<file path="src/rtl/half_byte_frontend.sv">
// half_byte_frontend
//   Byte-serial command front end for the FP16 coprocessor core.
//   A frame is five bytes on din: a sync/opcode byte (upper nibble must equal
//   SYNC_NIB, low three bits select the operation), then operand A high/low,
//   then operand B high/low. The operation is issued to the core over a
//   valid/ready request, the result is awaited (with a timeout), and three
//   bytes are returned on dout: RES_HI, RES_LO, STATUS.
//
// Ports
//   clk, rst_n      clock, asynchronous active-low reset
//   ena             design enable; low aborts the frame back to IDLE
//   din, din_stb    input byte and its single-cycle strobe
//   dout, dout_vld  output byte and its single-cycle strobe
//   busy            high whenever the FSM is not in IDLE
//   op_a, op_b      FP16 operands to the core
//   op_code         operation select to the core
//   op_valid        request valid to the core
//   op_ready        core accepts the request
//   res, res_flags  core result and exception flags {NV,DZ,OF,UF,NX}
//   res_valid       single-cycle result strobe from the core
//
// Request handshake: op_valid rises the cycle after the last operand byte is
// accepted and stays high, with op_a/op_b/op_code frozen, until a clock edge
// sees op_valid & op_ready; it drops on the following cycle. Results are only
// listened for in WAIT, so a res_valid seen earlier is ignored.
//
// STATUS byte = {overrun, timeout, 1'b0, flags[4:0]}.

module half_byte_frontend #(
  parameter logic [3:0] SYNC_NIB = 4'hA,
  parameter int         TIMEOUT  = 64
) (
  input  logic        clk,
  input  logic        rst_n,
  input  logic        ena,
  input  logic [7:0]  din,
  input  logic        din_stb,
  output logic [7:0]  dout,
  output logic        dout_vld,
  output logic        busy,
  output logic [15:0] op_a,
  output logic [15:0] op_b,
  output logic [2:0]  op_code,
  output logic        op_valid,
  input  logic        op_ready,
  input  logic [15:0] res,
  input  logic [4:0]  res_flags,
  input  logic        res_valid
);

  typedef enum logic [3:0] {
    S_IDLE,
    S_GET_AH,
    S_GET_AL,
    S_GET_BH,
    S_GET_BL,
    S_ISSUE,
    S_WAIT,
    S_SEND_H,
    S_SEND_L,
    S_SEND_S
  } state_t;

  localparam logic [7:0] CNT_LIMIT = 8'(TIMEOUT - 1);

  state_t      state, state_nxt;
  logic [7:0]  cnt, cnt_nxt;
  logic [15:0] res_q, res_q_nxt;
  logic [4:0]  flags_q, flags_nxt;
  logic        overrun, overrun_nxt;
  logic        timeout, timeout_nxt;
  logic [15:0] op_a_nxt, op_b_nxt;
  logic [2:0]  op_code_nxt;
  logic        op_valid_nxt;
  logic [7:0]  dout_nxt;
  logic        dout_vld_nxt;

  assign busy = (state != S_IDLE);

  always_ff @(posedge clk or negedge rst_n) begin
    if (!rst_n) begin
      state    <= S_IDLE;
      cnt      <= 8'd0;
      res_q    <= 16'd0;
      flags_q  <= 5'd0;
      overrun  <= 1'b0;
      timeout  <= 1'b0;
      op_a     <= 16'd0;
      op_b     <= 16'd0;
      op_code  <= 3'd0;
      op_valid <= 1'b0;
      dout     <= 8'd0;
      dout_vld <= 1'b0;
    end else begin
      state    <= state_nxt;
      cnt      <= cnt_nxt;
      res_q    <= res_q_nxt;
      flags_q  <= flags_nxt;
      overrun  <= overrun_nxt;
      timeout  <= timeout_nxt;
      op_a     <= op_a_nxt;
      op_b     <= op_b_nxt;
      op_code  <= op_code_nxt;
      op_valid <= op_valid_nxt;
      dout     <= dout_nxt;
      dout_vld <= dout_vld_nxt;
    end
  end

  always_comb begin
    state_nxt    = state;
    cnt_nxt      = cnt;
    res_q_nxt    = res_q;
    flags_nxt    = flags_q;
    overrun_nxt  = overrun;
    timeout_nxt  = timeout;
    op_a_nxt     = op_a;
    op_b_nxt     = op_b;
    op_code_nxt  = op_code;
    op_valid_nxt = op_valid;
    dout_nxt     = dout;
    dout_vld_nxt = 1'b0;

    // A byte arriving while the frame is being executed or returned is
    // dropped and remembered as an overrun.
    if (din_stb && (state == S_ISSUE || state == S_WAIT || state == S_SEND_H ||
                    state == S_SEND_L || state == S_SEND_S)) begin
      overrun_nxt = 1'b1;
    end

    case (state)
      S_IDLE: begin
        if (din_stb && din[7:4] == SYNC_NIB) begin
          op_code_nxt = din[2:0];
          overrun_nxt = 1'b0;
          timeout_nxt = 1'b0;
          state_nxt   = S_GET_AH;
        end
      end
      S_GET_AH: begin
        if (din_stb) begin
          op_a_nxt[15:8] = din;
          state_nxt      = S_GET_AL;
        end
      end
      S_GET_AL: begin
        if (din_stb) begin
          op_a_nxt[7:0] = din;
          state_nxt     = S_GET_BH;
        end
      end
      S_GET_BH: begin
        if (din_stb) begin
          op_b_nxt[15:8] = din;
          state_nxt      = S_GET_BL;
        end
      end
      S_GET_BL: begin
        if (din_stb) begin
          op_b_nxt[7:0] = din;
          op_valid_nxt  = 1'b1;
          state_nxt     = S_ISSUE;
        end
      end
      S_ISSUE: begin
        if (op_valid && op_ready) begin
          op_valid_nxt = 1'b0;
          cnt_nxt      = 8'd0;
          state_nxt    = S_WAIT;
        end
      end
      S_WAIT: begin
        cnt_nxt = cnt + 8'd1;
        // The first output byte is loaded straight from the incoming result
        // so it appears the cycle after res_valid.
        if (res_valid) begin
          res_q_nxt    = res;
          flags_nxt    = res_flags;
          dout_nxt     = res[15:8];
          dout_vld_nxt = 1'b1;
          state_nxt    = S_SEND_H;
        end else if (cnt == CNT_LIMIT) begin
          timeout_nxt  = 1'b1;
          res_q_nxt    = 16'h7E00;
          flags_nxt    = 5'd0;
          dout_nxt     = 8'h7E;
          dout_vld_nxt = 1'b1;
          state_nxt    = S_SEND_H;
        end
      end
      S_SEND_H: begin
        dout_nxt     = res_q[7:0];
        dout_vld_nxt = 1'b1;
        state_nxt    = S_SEND_L;
      end
      S_SEND_L: begin
        // Use the next overrun value so a byte arriving right now still shows.
        dout_nxt     = {overrun_nxt, timeout, 1'b0, flags_q};
        dout_vld_nxt = 1'b1;
        state_nxt    = S_SEND_S;
      end
      S_SEND_S: begin
        state_nxt = S_IDLE;
      end
      default: begin
        state_nxt = S_IDLE;
      end
    endcase

    // Disabling abandons the frame; operand registers keep their values.
    if (!ena) begin
      state_nxt    = S_IDLE;
      op_valid_nxt = 1'b0;
      dout_vld_nxt = 1'b0;
      dout_nxt     = dout;
    end
  end

endmodule

</file>
<file path="config.mk">
export PLATFORM = sky130hd
export DESIGN_NAME = half_byte_frontend
export DESIGN_NICKNAME = d
export VERILOG_FILES = /design/src/rtl/half_byte_frontend.sv
export SDC_FILE = /design/constraint.sdc
export NUM_CORES = 1
export LEC_CHECK = 0
export ABC_AREA = 0
export ABC_CLOCK_PERIOD_IN_PS = 2500
export CAP_MARGIN = 30
export CORE_MARGIN = 1.5
export CORE_UTILIZATION = 49
export CTS_CLUSTER_SIZE = 24
export DETAILED_ROUTE_END_ITERATION = 16
export PLACE_DENSITY_LB_ADDON = 0.2
export SETUP_SLACK_MARGIN = 0.5
export SLEW_MARGIN = 20
export SYNTH_ARGS = -nofsm -noshare
export SYNTH_HDL_FRONTEND = slang
export SYNTH_SLANG_ARGS = --single-unit
</file>
<file path="constraint.sdc">
create_clock -name clk -period 2.5 [get_ports clk]
set_input_delay 0.375 -clock clk [delete_from_list [all_inputs] [get_ports clk]]
set_output_delay 0.375 -clock clk [all_outputs]
set_load 0.01 [all_outputs]
</file>
## Word-level counts from Yosys, hierarchy flattened

Index checks and enable logic that the tools add are counted.

- Flip-flop bits (word level): 72
- Input port bits: 35
- Output and inout bits: 46
- Word-level logic and storage cells: 98

- $add $sub $neg: 1
- Equality and inequality tests: 24
- Multiplexer cells: 34
- Reduce and logical (&&, ||, !) cells: 25

Operator list:

| kind | number |
|---|---|
| two-way mux 8 bit | 5 |
| two-way mux 4 bit | 9 |
| one-hot mux 4 bit (9 select lines) | 1 |
| one-hot mux 8 bit (3 select lines) | 1 |
| == test 4 x 3 -> 1 bit, second input constant | 4 |
| one-hot mux 8 bit (2 select lines) | 1 |
| != test 3 bit, second input constant | 5 |
| AND reduction 2 bit | 7 |
| == test 4 bit, second input constant | 3 |
| two-way mux 1 bit | 12 |
| two-way mux 5 bit | 2 |
| adder 8 x 1 -> 8 bit, second input constant | 1 |
| == test 4 x 2 -> 1 bit, second input constant | 2 |
| == test 8 x 6 -> 1 bit, second input constant | 1 |
| AND reduction 7 bit | 1 |
| != test 3 x 2 -> 1 bit, second input constant | 2 |
| one-hot mux 1 bit (2 select lines) | 3 |
| AND reduction 3 bit | 2 |
| nonzero test 2 bit | 3 |
| == test 4 x 1 -> 1 bit, second input constant | 1 |
| logical NOT 4 bit | 1 |
| logical OR 1 bit | 4 |
| != test 2 x 1 -> 1 bit, second input constant | 2 |
| != test 2 bit, second input constant | 2 |
| 7 further kinds | 9 |

## Longest topological paths before layout

Gate-level depths: netlist (run 1).

- Depth in word-level cells: 9
- Depth in mapped cells: 6
- Depth with buffers taken out: 4

## Least setup slack after synthesis (run 1)

OpenSTA, ideal clock, no wires.

- Path type: reg-to-reg
- Start: reg state[1]
- End: reg dout[1]
- Setup time: 0.125 ns
- Arrival time: 1.702 ns
- Data required time: 2.375 ns
- Path slack: 0.674 ns
- Cell stages (with the launch flop): 5
- Path buffers: 0
- Clock period less this slack: 1.826 ns
- Cell sequence: dfrtp_1 nor4b_2 nor2_1 a311oi_4 mux2_2

- Longest elaborated chain between the ends: 3
- Elaborated cells between the ends (all ways): 7
- Those cells by class: 4 x eq/ne; 1 x mux; 2 x reduce/logical

Ends and longest elaborated chain:

| what | RTL line | text |
|---|---|---|
| start, declared | 66 | `state_t state, state_nxt;` |
| start signal, assigned | 95 | `state <= state_nxt;` |
| == test 4 x 3 -> 1 bit or == test 4 bit (tied branches) | 131 | `case (state)` |
| != test 3 x 2 -> 1 bit (no source line) or nonzero test 3 bit (tied branches) | -- |  |
| AND reduction 3 bit (no source line) | -- |  |
| end signal, assigned | 105 | `dout <= dout_nxt;` |
| end, declared | 38 | `output logic [7:0] dout,` |

Parallel ways exist; a longest one is shown, timed or not.
A chain may end at the register's enable or synchronous reset.

## Worst setup path after layout (run 1)

- Start: reg state[3]
- End: out busy

- Longest elaborated chain between the ends: 1

Ends and longest elaborated chain:

| what | RTL line | text |
|---|---|---|
| nonzero test 4 bit | 78 | `assign busy = (state != S_IDLE);` |
| end, declared | 40 | `output logic busy,` |

Every way passes these cells.

==> impl_table.tex, run 1 <==
\begin{tabular}{lr}
\hline
Metric & Value \\
\hline
\multicolumn{2}{l}{\textbf{GRT}} \\
First-pass GRT wire length & 11.7 mm \\
Global routing met2 resource utilization & 33.7\% \\
Met1 Track Usage GR & 29.0\% \\
Pin count of the biggest net entering global routing & 46 \\
Vias in the first global route & 2346 \\
Global-route layer with the greatest usage & met2 \\
Remaining global-route overflow & 0 \\
Global routing met3 resource utilization & around 5.4\% \\
Total routing usage reported by global routing & between 20\% and 30\% \\
Number of antenna violations at the first check in global routing & 0 \\
\multicolumn{2}{l}{\textbf{Drt}} \\
DRT iter0 DRCs & 108 \\
Initial DRT Pass Iterations & 4 \\
Final wirelength & 7.17 mm \\
Post-route DRC & 0 \\
Vias per Instance & 5.59 \\
Routed wire per std cell & 16.6 um \\
Via Count & 2411 \\
Number of nets still failing antenna checks after routing & 0 \\
\multicolumn{2}{l}{\textbf{Critical path}} \\
Slowest stage cell, crit path & dfrtp\_2 \\
Req. time, crit path & 2.12 ns \\
Crit start category & register \\
Buffers and inverters on the worst path & 3 \\
Cell count along the critical path & 4 \\
R2R cell count & 6 \\
Nature of the critical path endpoint & primary output \\
Highest fanout seen on the critical path & 6 \\
Worst endpoint data arrival time & between 1.5 and 2 ns \\
Cell Chain, Critical Path & buf\_4 > nor4\_4 > inv\_1 > dlygate4sd2\_1 \\
Worst path max stage delay & 0.45 ns \\
Startpoint-to-endpoint class of the critical path & reg2out \\
Largest delay contributor family on the critical path & buffers and inverters \\
\multicolumn{2}{l}{\textbf{Floorplan}} \\
Initial cell density of the core & 50.1\% \\
Chip width & 83.2 um \\
Boundary Pins & 81 \\
Full die area & a little under 7000 um2 \\
Number of core rows & 29 \\
Core Region & about 6300 um2 \\
Die outline height & 83.2 um \\
\multicolumn{2}{l}{\textbf{Final layout}} \\
Commonest non-fill, non-tap cell in the layout & clkdlybuf4s50\_1 \\
Storage element area & 1800 um2 \\
Final antenna diode count & 0 \\
Layout Nets & $\sim$390 \\
Ratio of cells with drive above 1 in the final layout & 24.0\% \\
Share of the core filled with cells in the final layout & 70.0\% \\
Non-filler instance count after layout & 431 \\
Combined area of the multi-input logic cells & about 1300 um2 \\
Area grow syn2layout & 39.6\% \\
Layout fillers & 492 \\
Most frequent cells in the layout & clkdlybuf4s50\_1, dfrtp\_1, mux2\_2 \\
\multicolumn{2}{l}{\textbf{Synthesis}} \\
Number of distinct library cells after synthesis & 44 \\
Total nets after synthesis & 288 \\
Proportion of synthesized chip area in sequential cells & approximately 57\% \\
Mapped Cells & 252 \\
Count of state elements after synthesis & between 70 and 80 \\
Fraction of registers with async set/reset & 100\% \\
Number of enable flip-flop cells after synthesis & 0 \\
Mapped Area & between 3000 and 4000 um2 \\
Mapped Avg Cell Area & 12.5 um2 \\
Number of warnings issued by yosys & 0 \\
Most used DFF post-synth & dfrtp\_1 \\
\multicolumn{2}{l}{\textbf{Placed design}} \\
Count of port buffers added during placement & 80 \\
Placer congestion estimate & 0.766 \\
Total half-perimeter wirelength after legalization and detailed placement & around 4.8 mm \\
Cells after DPL & 408 \\
Worst slack at placement & 0.327 ns \\
\multicolumn{2}{l}{\textbf{Timing}} \\
Setup tns final & 0 ns \\
Setup violators final & 0 \\
Unrepaired setup endpoints after global routing & true \\
Final worst-path cycle share & 77.7\% \\
Worst clock skew on the final layout & 0.0133 ns \\
Worst slew margin & 56.6\% \\
Period minus WS final & 1.94 ns \\
Worst slack on hold paths & roughly 0.061 ns \\
Final critical-path setup slack & 0.556 ns \\
Maximum clock rate & between 500 and 600 MHz \\
Worst-margin pin slew & 0.652 ns \\
Max-slew violations & 0 \\
Number of endpoints with negative hold slack in the final report & 0 \\
\multicolumn{2}{l}{\textbf{Pwr}} \\
Worst IR Drop VDD & 0.000610 V \\
Combinational share of power & 32.6\% \\
Power share of the clock group & 26.7\% \\
Cell-internal power & 2.76 mW \\
Power density of the placed cells & 881 nW/um2 \\
Switching power & 1.11 mW \\
Sequential share of power & between 40 and 50\% \\
Static leakage & 1.94 nW \\
Sw Ratio & 28.7\% \\
\multicolumn{2}{l}{\textbf{Clocking}} \\
Clock sink count & 72 \\
TritonCTS clock tree & yes \\
Root Buffer Master & clkbuf\_8 \\
CTS Buf Count & 9 \\
Clock-pin slew on the worst setup and hold paths & 0.08 ns \\
Largest buffer count on any clock path & 2 \\
Maximum level of the CTS H-tree & 3 \\
Cts-stage hold buffer count & 0 \\
Clock latency on the worst-skew pair & 0.34 ns \\
\multicolumn{2}{l}{\textbf{Min path}} \\
Hold WC Path Type & in2async \\
\multicolumn{2}{l}{\textbf{Status}} \\
Outcome & finished clean \\
\multicolumn{2}{l}{\textbf{Job}} \\
Reported max-cap violation count & 0 \\
\hline
\end{tabular}
## area by class of cell
class / count / area share (%)
Sequential cell: 72 / 41.1
Clock inverter: 7 / 2.33
Multi-Input combinational cell: 164 / 29.8
Tap cell: 77 / 2.19
Timing Repair Buffer: 97 / 21.4
Inverter: 5 / 0.427
Clock buffer: 9 / 2.82
## cell families after synthesis
family / Yosys count / synth area share [%]
mux: 46 / 16.3
flops: 72 / 57.2
xor+xnor: 2 / 0.557
fa+ha+maj: 1 / 0.397
compound gates: 50 / 11.9
simple gates: 65 / 11.5
buf+inv: 16 / 2.07
## per-stage QoR
stage          cell area [um2]  power (mW)
3_5_place_dp              4080        2.84
6_report                  4390        3.87
3_3_place_gp              4080        2.82
4_1_cts                   4340        3.90
5_1_grt                   4390        4.08
2_1_floorplan             3150        2.14
## sequential cells by signal, indices dropped and copies added (netlist names)
signal and count:
flags_q 5, op_b 16, state 4, timeout 1, cnt 8, dout_vld 1, overrun 1, op_valid 1
op_code 3, res_q 8, dout 8, op_a 16
## synth_stat cells, types with 2 or more instances
| cell type | number | area share [%] |
|---|---|---|
| dfrtp_1 | 72 | 57 |
| mux2_2 | 42 | 15 |
| nor2_1 | 17 | 2.0 |
| a22o_1 | 13 | 3.6 |
| nand3_1 | 12 | 1.9 |
| o21ai_0 | 12 | 1.9 |
| nand2_1 | 10 | 1.2 |
| clkbuf_1 | 7 | 0.83 |
| a21oi_1 | 6 | 0.95 |
| a22oi_1 | 6 | 1.4 |
| inv_1 | 5 | 0.60 |
| buf_2 | 4 | 0.64 |
| mux2i_1 | 4 | 1.3 |
| nand4_1 | 4 | 0.79 |
| nor4bb_1 | 3 | 0.95 |
| o21a_1 | 3 | 0.72 |
| and3_1 | 2 | 0.40 |
| nor2b_1 | 2 | 0.40 |
| nor3_1 | 2 | 0.32 |
| o2bb2ai_1 | 2 | 0.56 |
## metal layers
layer | vias up | wire (um)
met4 | 0 | 34
met3 | 4 | 443
met5 | - | 0
met2 | 73 | 3490
li1 | 1130 | -
met1 | 1204 | 3210
## power by group through the flow
stage | combinational, mW | clock, mW | sequential (mW)
after floorplan | 0.454 | 0 | 1.69
after global placement | 1.24 | 0 | 1.58
after detailed placement | 1.25 | 0 | 1.59
after CTS | 1.28 | 1.05 | 1.57
after global routing | 1.35 | 1.11 | 1.61
final | 1.26 | 1.03 | 1.58
## worst paths after layout
check                          from       end  slack (ns)
setup / recovery           state[3]      busy        0.56
hold / removal                rst_n    cnt[7]        0.06
setup reg to reg           state[3]   dout[3]        0.61
hold reg to reg              cnt[5]    cnt[5]        0.48
max in group asynchronous     rst_n  state[3]        1.76
min in group clk             cnt[5]    cnt[5]        0.48
## what timing repair did
item | in CTS | in global routing
pin swaps | 1 | 1
setup endpoints to repair | 21 | 7
gates cloned | 0 | 0
buffers inserted | 2 | 5
gates resized for setup | 5 | 5
(Power assumes the default switching activity.)
==> inputs of run 2 (changes only) <==
- ABC_CLOCK_PERIOD_IN_PS: 2500 -> 1600
- CORE_UTILIZATION: 49 -> 44
- clock period: 2.5 -> 1.6 ns (I/O delays scaled with it)
==> run 2 against run 1 <==
Effect of this change: power increased by 73%; the flow now finishes with violations (setup timing); hold slack gained 0.39 ns; largest cell class unchanged; cell area increased by 21%; global-route usage increased by 2.0 points.
==> impl_table.tex, run 2 (same netlist as run 1, synthesis figures left out) <==
\begin{tabular}{lr}
\hline
Metric & Value \\
\hline
\multicolumn{2}{l}{\textbf{Timing}} \\
Worst slew margin & 73.5\% (was 56.6\%) \\
Worst clock skew on the final layout & 0.00857 ns (was 0.0133 ns) \\
Setup violators final & 56 (was 0) \\
Unrepaired setup endpoints after global routing & true (unchanged) \\
Max-slew violations & 0 (unchanged) \\
Worst-margin pin slew & 0.397 ns (was 0.652 ns) \\
Worst slack on hold paths & 0.451 ns (was 0.0610 ns) \\
Final critical-path setup slack & -0.191 ns (was 0.556 ns) \\
Final worst-path cycle share & 112\% \\
Maximum clock rate & 558 MHz \\
Number of endpoints with negative hold slack in the final report & 0 (unchanged) \\
Period minus WS final & 1.79 ns \\
\multicolumn{2}{l}{\textbf{Final layout}} \\
Most frequent cells in the layout & dfrtp\_1, buf\_4, buf\_6 (was clkdlybuf4s50\_1, dfrtp\_1, mux2\_2) \\
Layout Nets & 461 (was 385) \\
Commonest non-fill, non-tap cell in the layout & dfrtp\_1 (was clkdlybuf4s50\_1) \\
Final antenna diode count & 0 (unchanged) \\
Layout fillers & 437 (was 492) \\
Registers with the most flip-flops & op\_a: 16 flops, op\_b: 16 flops (unchanged) \\
Storage element area & 1810 um2 (was 1800 um2) \\
Area grow syn2layout & 68.6\% (was 39.6\%) \\
Finished layout cell area & 5310 um2 (was 4390 um2) \\
Ratio of cells with drive above 1 in the final layout & 55.8\% (was 24.0\%) \\
Combined area of the multi-input logic cells & 1630 um2 (was 1310 um2) \\
\multicolumn{2}{l}{\textbf{Critical path}} \\
Reg2reg end & dout[4] (was dout[3]) \\
Internal reg-to-reg setup slack & -0.19 ns (was 0.61 ns) \\
CP Launch Point & state[0] (was state[3]) \\
Nature of the critical path endpoint & register (was primary output) \\
Worst endpoint data arrival time & 2.02 ns (was 1.57 ns) \\
R2R cell count & 7 (was 6) \\
Reg2Reg Launch Point & state[0] (was state[3]) \\
Highest fanout seen on the critical path & 8 (was 6) \\
Startpoint-to-endpoint class of the critical path & reg2reg (was reg2out) \\
Req. time, crit path & 1.83 ns (was 2.12 ns) \\
Crit start category & register (unchanged) \\
\multicolumn{2}{l}{\textbf{Placed design}} \\
Post-placement cell area & 4480 um2 (was 4080 um2) \\
Count of port buffers added during placement & 80 (unchanged) \\
Total half-perimeter wirelength after legalization and detailed placement & 5.30 mm (was 4.76 mm) \\
Placer congestion estimate & 0.801 (was 0.766) \\
Worst slack at placement & -0.319 ns (was 0.327 ns) \\
\multicolumn{2}{l}{\textbf{Drt}} \\
Routed wire per std cell & 17.0 um (was 16.6 um) \\
DRT iter0 DRCs & 140 (was 108) \\
Post-route DRC & 0 (unchanged) \\
Final wirelength & 8.97 mm (was 7.17 mm) \\
Via Count & 2770 (was 2411) \\
Initial DRT Pass Iterations & 4 (unchanged) \\
Vias per Instance & 5.27 (was 5.59) \\
Number of nets still failing antenna checks after routing & 0 (unchanged) \\
\multicolumn{2}{l}{\textbf{GRT}} \\
Vias in the first global route & 2845 (was 2346) \\
Remaining global-route overflow & 0 (unchanged) \\
Total routing usage reported by global routing & 23.2\% (was 21.3\%) \\
Number of antenna violations at the first check in global routing & 0 (unchanged) \\
First-pass GRT wire length & 13.7 mm (was 11.7 mm) \\
Pin count of the biggest net entering global routing & 73 (was 46) \\
\multicolumn{2}{l}{\textbf{Pwr}} \\
Power share of the clock group & 21.7\% (was 26.7\%) \\
Switching power & 2.08 mW (was 1.11 mW) \\
Sw Ratio & 31.0\% (was 28.7\%) \\
Cell-internal power & 4.62 mW (was 2.76 mW) \\
PnR Total Power & 6.71 mW (was 3.87 mW) \\
Power density of the placed cells & 1260 nW/um2 (was 881 nW/um2) \\
Static leakage & 2.53 nW (was 1.94 nW) \\
Combinational share of power & 41.2\% (was 32.6\%) \\
Sequential share of power & 37.1\% (was 40.7\%) \\
Worst IR Drop VDD & 0.00104 V (was 0.000610 V) \\
\multicolumn{2}{l}{\textbf{Floorplan}} \\
Number of core rows & 30 (was 29) \\
Initial cell density of the core & 45.8\% (was 50.1\%) \\
Core Region & 6870 um2 (was 6280 um2) \\
Full die area & 7670 um2 (was 6910 um2) \\
Boundary Pins & 81 (unchanged) \\
Die outline height & 87.6 um (was 83.2 um) \\
Chip width & 87.6 um (was 83.2 um) \\
\multicolumn{2}{l}{\textbf{Clocking}} \\
Clock-pin slew on the worst setup and hold paths & 0.08 ns (about the same) \\
CTS Buf Count & 9 (unchanged) \\
Maximum level of the CTS H-tree & 3 (unchanged) \\
Root Buffer Master & clkbuf\_8 (unchanged) \\
Clock latency on the worst-skew pair & 0.34 ns (about the same) \\
TritonCTS clock tree & yes (unchanged) \\
Clock sink count & 72 (unchanged) \\
Largest buffer count on any clock path & 2 (unchanged) \\
\multicolumn{2}{l}{\textbf{Job}} \\
Reported max-cap violation count & 0 (unchanged) \\
\multicolumn{2}{l}{\textbf{Status}} \\
Outcome & finished, violations left (was finished clean) \\
Violated checks & setup timing \\
\multicolumn{2}{l}{\textbf{Min path}} \\
Hold WC Path Type & in2async (unchanged) \\
\hline
\end{tabular}
[run 2: changes by cell type in the layout (fill, tap and decap cells not counted), sizes merged]
cell and delta:
clkbuf +1, inv -1, clkdlybuf4s50 -45, bufinv -1, clkinv -1, dlygate4sd2 -1, clkinvlp +2, buf +121
dlygate4sd3 +1
[run 2: worst max path at each step]
stage,endpoint,slack (ns)
after floorplan,dout[1],-0.17
after global placement,state[1],-0.26
after detailed placement,state[1],-0.32
after CTS,dout[6],-0.16
after global routing,dout[4],-0.23
final,dout[4],-0.19
[run 2: metrics by stage]
stage                     instances  TNS [ns]  utilization [%]
after floorplan                 252     -1.82                -
after global placement          468     -5.77             65.2
after detailed placement        468     -7.26             65.2
after CTS                       510     -3.48             72.6
after global routing            526     -7.47             77.2
final                           526     -4.43             77.2
[run 2: layer usage]
metal | wire [um] | vias up | global-route usage, %
met3 | 598 | 14 | 6.97
li1 | - | 1285 | -
met1 | 3630 | 1373 | 28.4
met4 | 176 | 0 | 6.64
met2 | 4560 | 98 | 39.9
met5 | 0 | - | 0
[run 2: critical path: stages (launching register included)]
cell      delay, ns
dfrtp_2        0.42
buf_6          0.12
nor4b_4        0.19
buf_4          0.19
a21oi_4        0.04
a311oi_4       0.24
buf_12         0.18
mux2_4         0.30
[run 2: timing repair]
item                                   4_1_cts  5_1_grt
hold buffers                                 1        0
setup endpoints to repair                  118      118
resized for setup                          269       45
setup buffers                               24       16
gates cloned                                 1        0
endpoints found under the hold margin       72        0
pin swaps                                   29       11
[run 2: final cells by class]
class	instances	area share [%]
clock buffer	10	2.59
tap	96	2.26
multi-input combinational	164	30.8
timing repair buffer	173	28.7
inverter	5	0.354
sequential	72	34.0
clock inverter	6	1.27
[run 2: power by group through the flow]
stage          combinational [mW]  clock [mW]  sequential, mW
4_1_cts                      2.36        1.49            2.47
5_1_grt                      2.93        1.55            2.53
2_1_floorplan               0.727           0            2.65
3_3_place_gp                 2.10           0            2.49
6_report                     2.77        1.46            2.49
3_5_place_dp                 2.13           0            2.51
==> inputs of run 3 (changes only) <==
- SLEW_MARGIN: 20 -> default
==> results of run 3 <==
Final layout, timing and power as in run 2 (identical DEF).
